$ cat src/rtl/reset_sequencer_pkg.sv
// Shared definitions for the board-level reset sequencer.
//
// Contents:
//   state_e   - sequencer states, in the order the resets are released
//   cntWidth  - width of the shared sequencing counter, sized from the
//               larger of the lock-stable and pixel-delay intervals
package reset_sequencer_pkg;

  typedef enum logic [1:0] {
    ST_HOLD = 2'd0,
    ST_LOCK = 2'd1,
    ST_CORE = 2'd2,
    ST_RUN  = 2'd3
  } state_e;

  // The counter never needs to reach the interval itself, only
  // interval-1. It is never narrower than one bit.
  function automatic int cntWidth(input int lockStable, input int pixDelay);
    int maxVal;
    maxVal = (lockStable > pixDelay) ? lockStable : pixDelay;
    return (maxVal <= 1) ? 1 : $clog2(maxVal);
  endfunction

endpackage

$ cat src/rtl/reset_sequencer_sync_2ff.sv
// Single-bit two-flop synchroniser for bringing an asynchronous level
// into the clk_i domain. The output has two edges of latency and
// clears to 0 while rstN_i is low.
//
// Ports:
//   clk_i   - destination clock
//   rstN_i  - asynchronous active-low clear
//   d_i     - asynchronous input level
//   q_o     - synchronised level
module sync_2ff (
  input  logic clk_i,
  input  logic rstN_i,
  input  logic d_i,
  output logic q_o
);

  (* ASYNC_REG = "TRUE" *) logic meta_q;
  (* ASYNC_REG = "TRUE" *) logic sync_q;

  // Both stages are kept adjacent by the ASYNC_REG attribute so the
  // first stage gets a full cycle to resolve metastability.
  always_ff @(posedge clk_i or negedge rstN_i) begin
    if (!rstN_i) begin
      meta_q <= 1'b0;
      sync_q <= 1'b0;
    end else begin
      meta_q <= d_i;
      sync_q <= meta_q;
    end
  end

  assign q_o = sync_q;

endmodule

$ cat src/rtl/reset_sequencer.sv
// Board-level reset sequencer. Waits for the clock generator lock to be
// stable, releases the core reset, then after a fixed delay releases
// the pixel-pipeline reset. Loss of lock after core release, or a
// debounced pushbutton press at any time, returns to the held state and
// the whole sequence restarts.
//
// Ports:
//   i_clk       - system clock
//   i_rst_n     - asynchronous active-low reset
//   i_locked    - clock-generator lock, asynchronous to i_clk
//   i_btn       - pushbutton reset request, asynchronous, active-high
//   o_rst_core  - core reset, active-high, registered
//   o_rst_pix   - pixel-domain reset, active-high, registered
//   o_ready     - high once both resets are released
module reset_sequencer #(
  parameter int LOCK_STABLE = 1024,
  parameter int PIX_DELAY   = 16,
  parameter int DEBOUNCE    = 250000
) (
  input  logic i_clk,
  input  logic i_rst_n,
  input  logic i_locked,
  input  logic i_btn,
  output logic o_rst_core,
  output logic o_rst_pix,
  output logic o_ready
);

  import reset_sequencer_pkg::*;

  localparam int CNT_W = cntWidth(LOCK_STABLE, PIX_DELAY);
  localparam int DB_W  = $clog2(DEBOUNCE + 1);

  localparam logic [CNT_W-1:0] LOCK_LAST = CNT_W'(LOCK_STABLE - 1);
  localparam logic [CNT_W-1:0] PIX_LAST  = CNT_W'(PIX_DELAY - 1);
  localparam logic [DB_W-1:0]  DB_MAX    = DB_W'(DEBOUNCE);

  logic lockS;
  logic btnS;
  logic btnDb;

  logic [DB_W-1:0]  dbCnt_q, dbCnt_d;
  logic [CNT_W-1:0] seqCnt_q, seqCnt_d;
  state_e           state_q, state_d;
  logic             rstCore_q, rstCore_d;
  logic             rstPix_q, rstPix_d;
  logic             ready_q, ready_d;

  sync_2ff u_syncLock (
    .clk_i  (i_clk),
    .rstN_i (i_rst_n),
    .d_i    (i_locked),
    .q_o    (lockS)
  );

  sync_2ff u_syncBtn (
    .clk_i  (i_clk),
    .rstN_i (i_rst_n),
    .d_i    (i_btn),
    .q_o    (btnS)
  );

  // Debounce: the counter saturates, so a press is seen as a level that
  // stays high for as long as the button is held.
  always_comb begin
    dbCnt_d = dbCnt_q;
    if (!btnS) begin
      dbCnt_d = '0;
    end else if (dbCnt_q != DB_MAX) begin
      dbCnt_d = dbCnt_q + 1'b1;
    end
  end

  assign btnDb = (dbCnt_q == DB_MAX);

  always_ff @(posedge i_clk or negedge i_rst_n) begin
    if (!i_rst_n) begin
      dbCnt_q <= '0;
    end else begin
      dbCnt_q <= dbCnt_d;
    end
  end

  // State and shared counter registers.
  always_ff @(posedge i_clk or negedge i_rst_n) begin
    if (!i_rst_n) begin
      state_q  <= ST_HOLD;
      seqCnt_q <= '0;
    end else begin
      state_q  <= state_d;
      seqCnt_q <= seqCnt_d;
    end
  end

  // Next state. A debounced press wins over everything; lock loss only
  // aborts once the core is out of reset, since in ST_LOCK it merely
  // restarts the stability count.
  always_comb begin
    state_d = state_q;
    unique case (state_q)
      ST_HOLD: begin
        if (!btnDb) state_d = ST_LOCK;
      end
      ST_LOCK: begin
        if (btnDb) begin
          state_d = ST_HOLD;
        end else if (lockS && (seqCnt_q == LOCK_LAST)) begin
          state_d = ST_CORE;
        end
      end
      ST_CORE: begin
        if (btnDb || !lockS) begin
          state_d = ST_HOLD;
        end else if (seqCnt_q == PIX_LAST) begin
          state_d = ST_RUN;
        end
      end
      ST_RUN: begin
        if (btnDb || !lockS) state_d = ST_HOLD;
      end
      default: state_d = ST_HOLD;
    endcase

    // The counter restarts from zero in every new state; any lock glitch
    // while waiting for stability also restarts it.
    seqCnt_d = seqCnt_q;
    if (state_d != state_q) begin
      seqCnt_d = '0;
    end else begin
      unique case (state_q)
        ST_LOCK: seqCnt_d = lockS ? (seqCnt_q + 1'b1) : '0;
        ST_CORE: seqCnt_d = seqCnt_q + 1'b1;
        default: seqCnt_d = seqCnt_q;
      endcase
    end
  end

  // Outputs decoded from the next state so the registered resets move on
  // the same edge as the state. Pixel reset is only released in ST_RUN,
  // which is only reachable after core release, so ordering is preserved.
  always_comb begin
    rstCore_d = (state_d == ST_HOLD) || (state_d == ST_LOCK);
    rstPix_d  = (state_d != ST_RUN);
    ready_d   = (state_d == ST_RUN);
  end

  always_ff @(posedge i_clk or negedge i_rst_n) begin
    if (!i_rst_n) begin
      rstCore_q <= 1'b1;
      rstPix_q  <= 1'b1;
      ready_q   <= 1'b0;
    end else begin
      rstCore_q <= rstCore_d;
      rstPix_q  <= rstPix_d;
      ready_q   <= ready_d;
    end
  end

  assign o_rst_core = rstCore_q;
  assign o_rst_pix  = rstPix_q;
  assign o_ready    = ready_q;

endmodule

$ cat config.mk
export PLATFORM = sky130hd
export DESIGN_NAME = reset_sequencer
export DESIGN_NICKNAME = d
export VERILOG_FILES = /design/src/rtl/reset_sequencer_pkg.sv /design/src/rtl/reset_sequencer_sync_2ff.sv /design/src/rtl/reset_sequencer.sv
export SDC_FILE = /design/constraint.sdc
export NUM_CORES = 1
export LEC_CHECK = 0
export BUFFER_PORTS_ARGS = -buffer_cell sky130_fd_sc_hd__buf_2
export CELL_PAD_IN_SITES_DETAIL_PLACEMENT = 0
export CELL_PAD_IN_SITES_GLOBAL_PLACEMENT = 1
export CORE_ASPECT_RATIO = 1.75
export CORE_MARGIN = 3
export CORE_UTILIZATION = 44
export DETAILED_ROUTE_END_ITERATION = 16
export PLACE_DENSITY = 0.79
export SLEW_MARGIN = 20
export SYNTH_ARGS = -nofsm -noshare
export SYNTH_HDL_FRONTEND = slang
export SYNTH_HIERARCHICAL = 1
export SYNTH_SLANG_ARGS = --single-unit
$ cat constraint.sdc
create_clock -name i_clk -period 1.8 [get_ports i_clk]
set_clock_uncertainty 0.15 [all_clocks]
set_input_delay 0.18 -clock i_clk [delete_from_list [all_inputs] [get_ports i_clk]]
set_output_delay 0.18 -clock i_clk [all_outputs]
set_load 0.01 [all_outputs]
# After elaboration in Yosys (flattened, before gate mapping)
# Cells that the tools add are included.
classes:
  add_sub_neg: 2
  n_mux: 12
  eq_ne: 12
  n_reduce_logical: 7
ops:
  columns: ["op", "count"]
  rows:
  - ["$mux 18", 2]
  - ["$mux 10", 2]
  - ["$pmux 10 s2", 1]
  - ["$add 18x1->18 const B", 1]
  - ["$eq 18x18->1 const B", 1]
  - ["$ne 18x18->1 const B", 1]
  - ["$mux 2", 6]
  - ["$add 10x1->10 const B", 1]
  - ["$eq 10x10->1 const B", 1]
  - ["$eq 10x4->1 const B", 1]
  - ["$pmux 2 s4", 1]
  - ["$eq 2x2->1 const B", 3]
  - ["$eq 2x1->1 const B", 2]
  - ["$logic_not 2->1", 2]
  - ["$ne 2x2->1 const B", 2]
  - ["$reduce_bool 3->1", 1]
  - ["$logic_or 1x1->1", 2]
  - ["$ne 2x2->1", 1]
  - ["$logic_and 1x1->1", 1]
  - ["$logic_not 1->1", 1]
word_totals:
  ff_bits: 37
  input_bits: 4
  out_inout_bits: 3

# Longest topological paths before layout
logic_depth:
  ltp_word: 7
  ltp_mapped: 7

# By module
# The synthesis kept the hierarchy.
by_module_without_submodules:
  columns: ["module", "cells_per_inst", "seq_area_each_um2", "instances", "area_per_inst_um2"]
  rows:
  - ["reset_sequencer", 205, 828.3, 1, 2005.7]
  - ["sync_2ff", 2, 50.0, 2, 50.0]

# Least setup slack after synthesis
# Ideal clock, no wire load.
synth_path:
  path_kind: "register to register"
  start: "register seqCnt_q[0]"
  end: "register seqCnt_q[0]"
  stages_incl_launch_ff: 6
  setup_ns: 0.139
  arrival_time_ns: 1.479
  slack_ns: 0.032
  path_cell_list: "dfrtp_1 -> ha_1 -> nand4_1 -> nor3_1 -> a2bb2oi_2 -> a211oi_1"
synth_between:
  elab_chain_len: 7
  elab_cells_between_ends: 14
  cone_classes: "add/sub (1); eq/ne (3); mux (8); reduce/logical (2)"
synth_lines:
  columns: ["item", "line_no", "text"]
  rows:
  - ["start, declared", "reset_sequencer.sv:43", "logic [CNT_W-1:0] seqCnt_q, seqCnt_d;"]
  - ["start signal, assigned", "reset_sequencer.sv:91", "seqCnt_q <= seqCnt_d;"]
  - ["$eq 10x10->1", "reset_sequencer.sv:107", "end else if (lockS && (seqCnt_q == LOCK_LAST)) begin"]
  - ["$logic_and 1x1->1", "reset_sequencer.sv:107", null]
  - ["$mux 2", "reset_sequencer.sv:107", null]
  - ["$mux 2", "reset_sequencer.sv:105", "if (btnDb) begin"]
  - ["$pmux 2 s4", "reset_sequencer.sv:100", "unique case (state_q)"]
  - ["$ne 2x2->1", "reset_sequencer.sv:127", "if (state_d != state_q) begin"]
  - ["$reduce_bool 3->1 (no source line) or $mux 10 (tied branches)", null, null]
# Parallel ways exist; a longest one is shown, timed or not.
# A chain may end at the register's enable or synchronous reset.

# Worst setup path after layout
layout_path:
  start: "register dbCnt_q[10]"
  end: "register seqCnt_q[1]"
layout_between:
  elab_chain_len: 6
  elab_cells_between_ends: 10
  cone_classes: "eq/ne (2); mux (6); reduce/logical (2)"
layout_lines:
  columns: ["item", "line_no", "text"]
  rows:
  - ["start, declared", "reset_sequencer.sv:42", "logic [DB_W-1:0] dbCnt_q, dbCnt_d;"]
  - ["start signal, assigned", "reset_sequencer.sv:80", "dbCnt_q <= dbCnt_d;"]
  - ["$eq 18x18->1 (*)", "reset_sequencer.sv:74", "assign btnDb = (dbCnt_q == DB_MAX);"]
  - ["$logic_or 1x1->1", "reset_sequencer.sv:112, reset_sequencer.sv:119", null]
  - ["$mux 2 (on tied branches)", "reset_sequencer.sv:119, reset_sequencer.sv:112", null]
  - ["$pmux 2 s4 (*)", "reset_sequencer.sv:100", null]
  - ["$ne 2x2->1 (*)", "reset_sequencer.sv:127", null]
  - ["$reduce_bool 3->1 (no source line) or $mux 10 (tied branches)", null, null]
# Every way passes the cells marked *; elsewhere a longest branch is shown, timed or not.

==> impl_metrics.toml <==
[run_status]
result_of_the_run = "finished clean"

[global_routing]
grt_antenna_before_repair = 0
grt_first_pass_wirelength_um = 8610
first_global_vias = 1859
grt_start_max_net_pins = 21
global_route.overflow_total = 0
grt_util_all_layers = 0.195

[sta]
grt_setup_unrepaired = "yes"
worst_case_headroom_to_the_max_slew_limit = 0.702
report.final.setup_viol = 0
maxSlewViolCount = 0
fmaxAchievable_ghz = 0.569
worst_pin_slew_ns = 0.447
final.hold.worst_slack_ns = 0.202
final-hold-violation-count = 0
min_tclk_post_route_ns = 1.76
final_min_period_over_clock_period = 0.976

[yosys]
synthDominantAreaCellType = "sky130_fd_sc_hd__dfrtp_1"
post_synthesis_instance_total = 209
yosysSeqAreaShare = 0.441
ys.warnings.count = 6
share_of_async_settable_or_async_resettable_flops_after_synthesis = 1.00
synth.lib_cells_used.distinct = 55
ys.flop_type = "sky130_fd_sc_hd__dfrtp_1"
ys_top_cells_by_count = "sky130_fd_sc_hd__dfrtp_1 (35), sky130_fd_sc_hd__nor2_1 (13), sky130_fd_sc_hd__nand2_1 (12)"
netlist.area_leader.share = 0.416
syn_avg_cell_area_um2 = 10.1
syn_area_um2 = 2110
count_of_flip_flops_with_a_built_in_enable_after_synthesis = 0
yosys_register_bits = 37
synth_area_leaders = "sky130_fd_sc_hd__dfrtp_1 (42%), sky130_fd_sc_hd__a211oi_1 (3.9%), sky130_fd_sc_hd__xnor2_1 (3.3%)"
yosys.cell_count.top_type = "sky130_fd_sc_hd__dfrtp_1"
post_syn_nets = 216

[routing]
route.detailed.vias_per_inst = 6.21
detail_route.first_pass.iterations = 4
drc = 0
vias = 1844
aggregate_routed_wire_length_um = 5400
drtIter0Drc = 97
postRouteAntennaNets = 0
route.detailed.wl_per_inst_um = 18.2

[critical_path]
critical_path_arrival_ns = 1.81
buffers_plus_inverters_on_the_worst_setup_path = 0
timing.setup.critical_path_class = "reg2reg"
crit_path_end_kind = "register"
critPathLaunchType = "register"
timing.critical_path.max_delay_family = "simple AND/OR/NAND/NOR gates"
crit_slowest_cell = "sky130_fd_sc_hd__dfrtp_2"
slowest_delay_ns = 0.44
cp_data_required_time_ns = 1.86
worstPathCellList = "nor4b_4 > and3_4 > nand2_8 > a211oi_4"
critical_path.max_fanout = 7

[power]
irDropWorstVdd_mv = 0.456
p_leak_uw = 0.00103
cellPowerDensity_nw_per_um2 = 586

[layout]
layout-drive-gt1-share = 0.337
n_fill_cell = 375
layout.core_utilization = 0.592
antenna-diode-count = 0
final_nets = 252
areaGrowthSynthToFinish_pct = 27.2

[clocking]
insertion_delay_ns = 0.29
cts.sinks = 37
tritoncts = "built"
clock_tree.htree_level_count = 2
cts_root_buf = "sky130_fd_sc_hd__clkbuf_8"
cts_made_buffers = 5
clk_pin_slew_worst_paths_ns = 0.08
cts.path.max_buffers = 2

[placed_design]
hpwl_um = 3830
routabilityCongestion = 0.932
portBuffers = 6

[floorplanning]
row_count = 32
die_area_um2 = 5680
die_height_um = 97.5
fp.dieW_um = 58.3
core_area_um2 = 4520
io-pin-count = 7
start_util = 0.465

[worst_hold_path]
timing.hold.worst.class = "reg2reg"

[flow_run]
drv_cap = 0
-- registers in the layout, indices dropped and copies added, names as in the netlist --
register,count
seqCnt_q,10
dbCnt_q,18
o_ready,1
u_syncLock/q_o,1
u_syncLock/meta_q,1
o_rst_core,1
u_syncBtn/meta_q,1
u_syncBtn/q_o,1
o_rst_pix,1
state_q,2
-- metrics by stage --
stage          setup WS, ns  total power [uW]  cell area, um2  TNS (ns)  std cells
2_1_floorplan        0.0322               919            2110         0        209
3_3_place_gp         0.0440               966            2330         0        280
3_5_place_dp        -0.0193               972            2330   -0.0333        280
4_1_cts             0.00580              1570            2480         0        291
5_1_grt             -0.0299              1650            2680    -0.157        297
6_report             0.0435              1570            2680         0        297
-- where the power goes --
part | switching, uW | total, uW | internal [uW] | leakage, uW
Combinational | 64.2 | 121 | 56.7 | 0.000494
Clock | 311 | 585 | 274 | 0.0000445
Sequential | 16.7 | 862 | 846 | 0.000489
Total | 392 | 1570 | 1180 | 0.00103
-- cells by family (layout without fill, tap and decap cells) --
group,after synthesis,after routing,synth area share
xor gates and xnor gates,14,14,0.0582
and+or+nand+nor,90,92,0.272
AOI/OAI and AO/OA,47,47,0.158
DFF,37,37,0.441
adders and majority gates,3,3,0.0178
buffers and inverters,14,49,0.0339
muxes,4,4,0.0190
-- placed cells by master (no fill, tap or decap), drive strengths merged, types with 6 or more instances in the layout --
master  count
dfrtp      35
buf        32
nand2      14
nor2       13
a21oi      11
a211oi     11
nand4      10
nand3      10
xnor2       8
nor3        7
o21ai       6
xor2        6
-- final timing paths --
kind                       depth (start not counted)  slack, ns              start             end
min reg2reg                                        0       0.20  u_syncLock/meta_q  u_syncLock/q_o
max in group asynchronous                          3       0.76            i_rst_n      o_rst_core
max                                                4       0.04        dbCnt_q[10]     seqCnt_q[1]
min in group asynchronous                          2       0.21            i_rst_n      state_q[1]
min                                                0       0.20  u_syncLock/meta_q  u_syncLock/q_o
max reg2reg                                        4       0.04        dbCnt_q[10]     seqCnt_q[1]
-- what timing repair did --
item                                   in CTS  in global routing
hold buffers                                3                  0
pin swaps                                   0                 10
cloned                                      0                  2
endpoints found under the hold margin      19                  0
gates resized for setup                     5                 33
setup endpoints to repair                   9                 18
buffers inserted                            0                  4
-- per-layer routing --
layer | share of wire | global-route usage | vias to the layer above
met5 | 0 | 0 | -
met4 | 0.028 | 0.100 | 0
met3 | 0.027 | 0.0359 | 17
met2 | 0.58 | 0.357 | 51
met1 | 0.36 | 0.200 | 916
li1 | - | - | 860
-- final cells by class --
| class | instances | area, um2 | share of cell area |
|---|---|---|---|
| Timing Repair Buffer | 35 | 272 | 0.101 |
| Tap cell | 51 | 63.8 | 0.0238 |
| Inverter | 6 | 22.5 | 0.00841 |
| Multi-Input combinational cell | 160 | 1300 | 0.486 |
| Clock inverter | 3 | 21.3 | 0.00794 |
| Sequential cell | 37 | 930 | 0.347 |
| Clock buffer | 5 | 68.8 | 0.0257 |
Power figures use the tool's default switching activity.
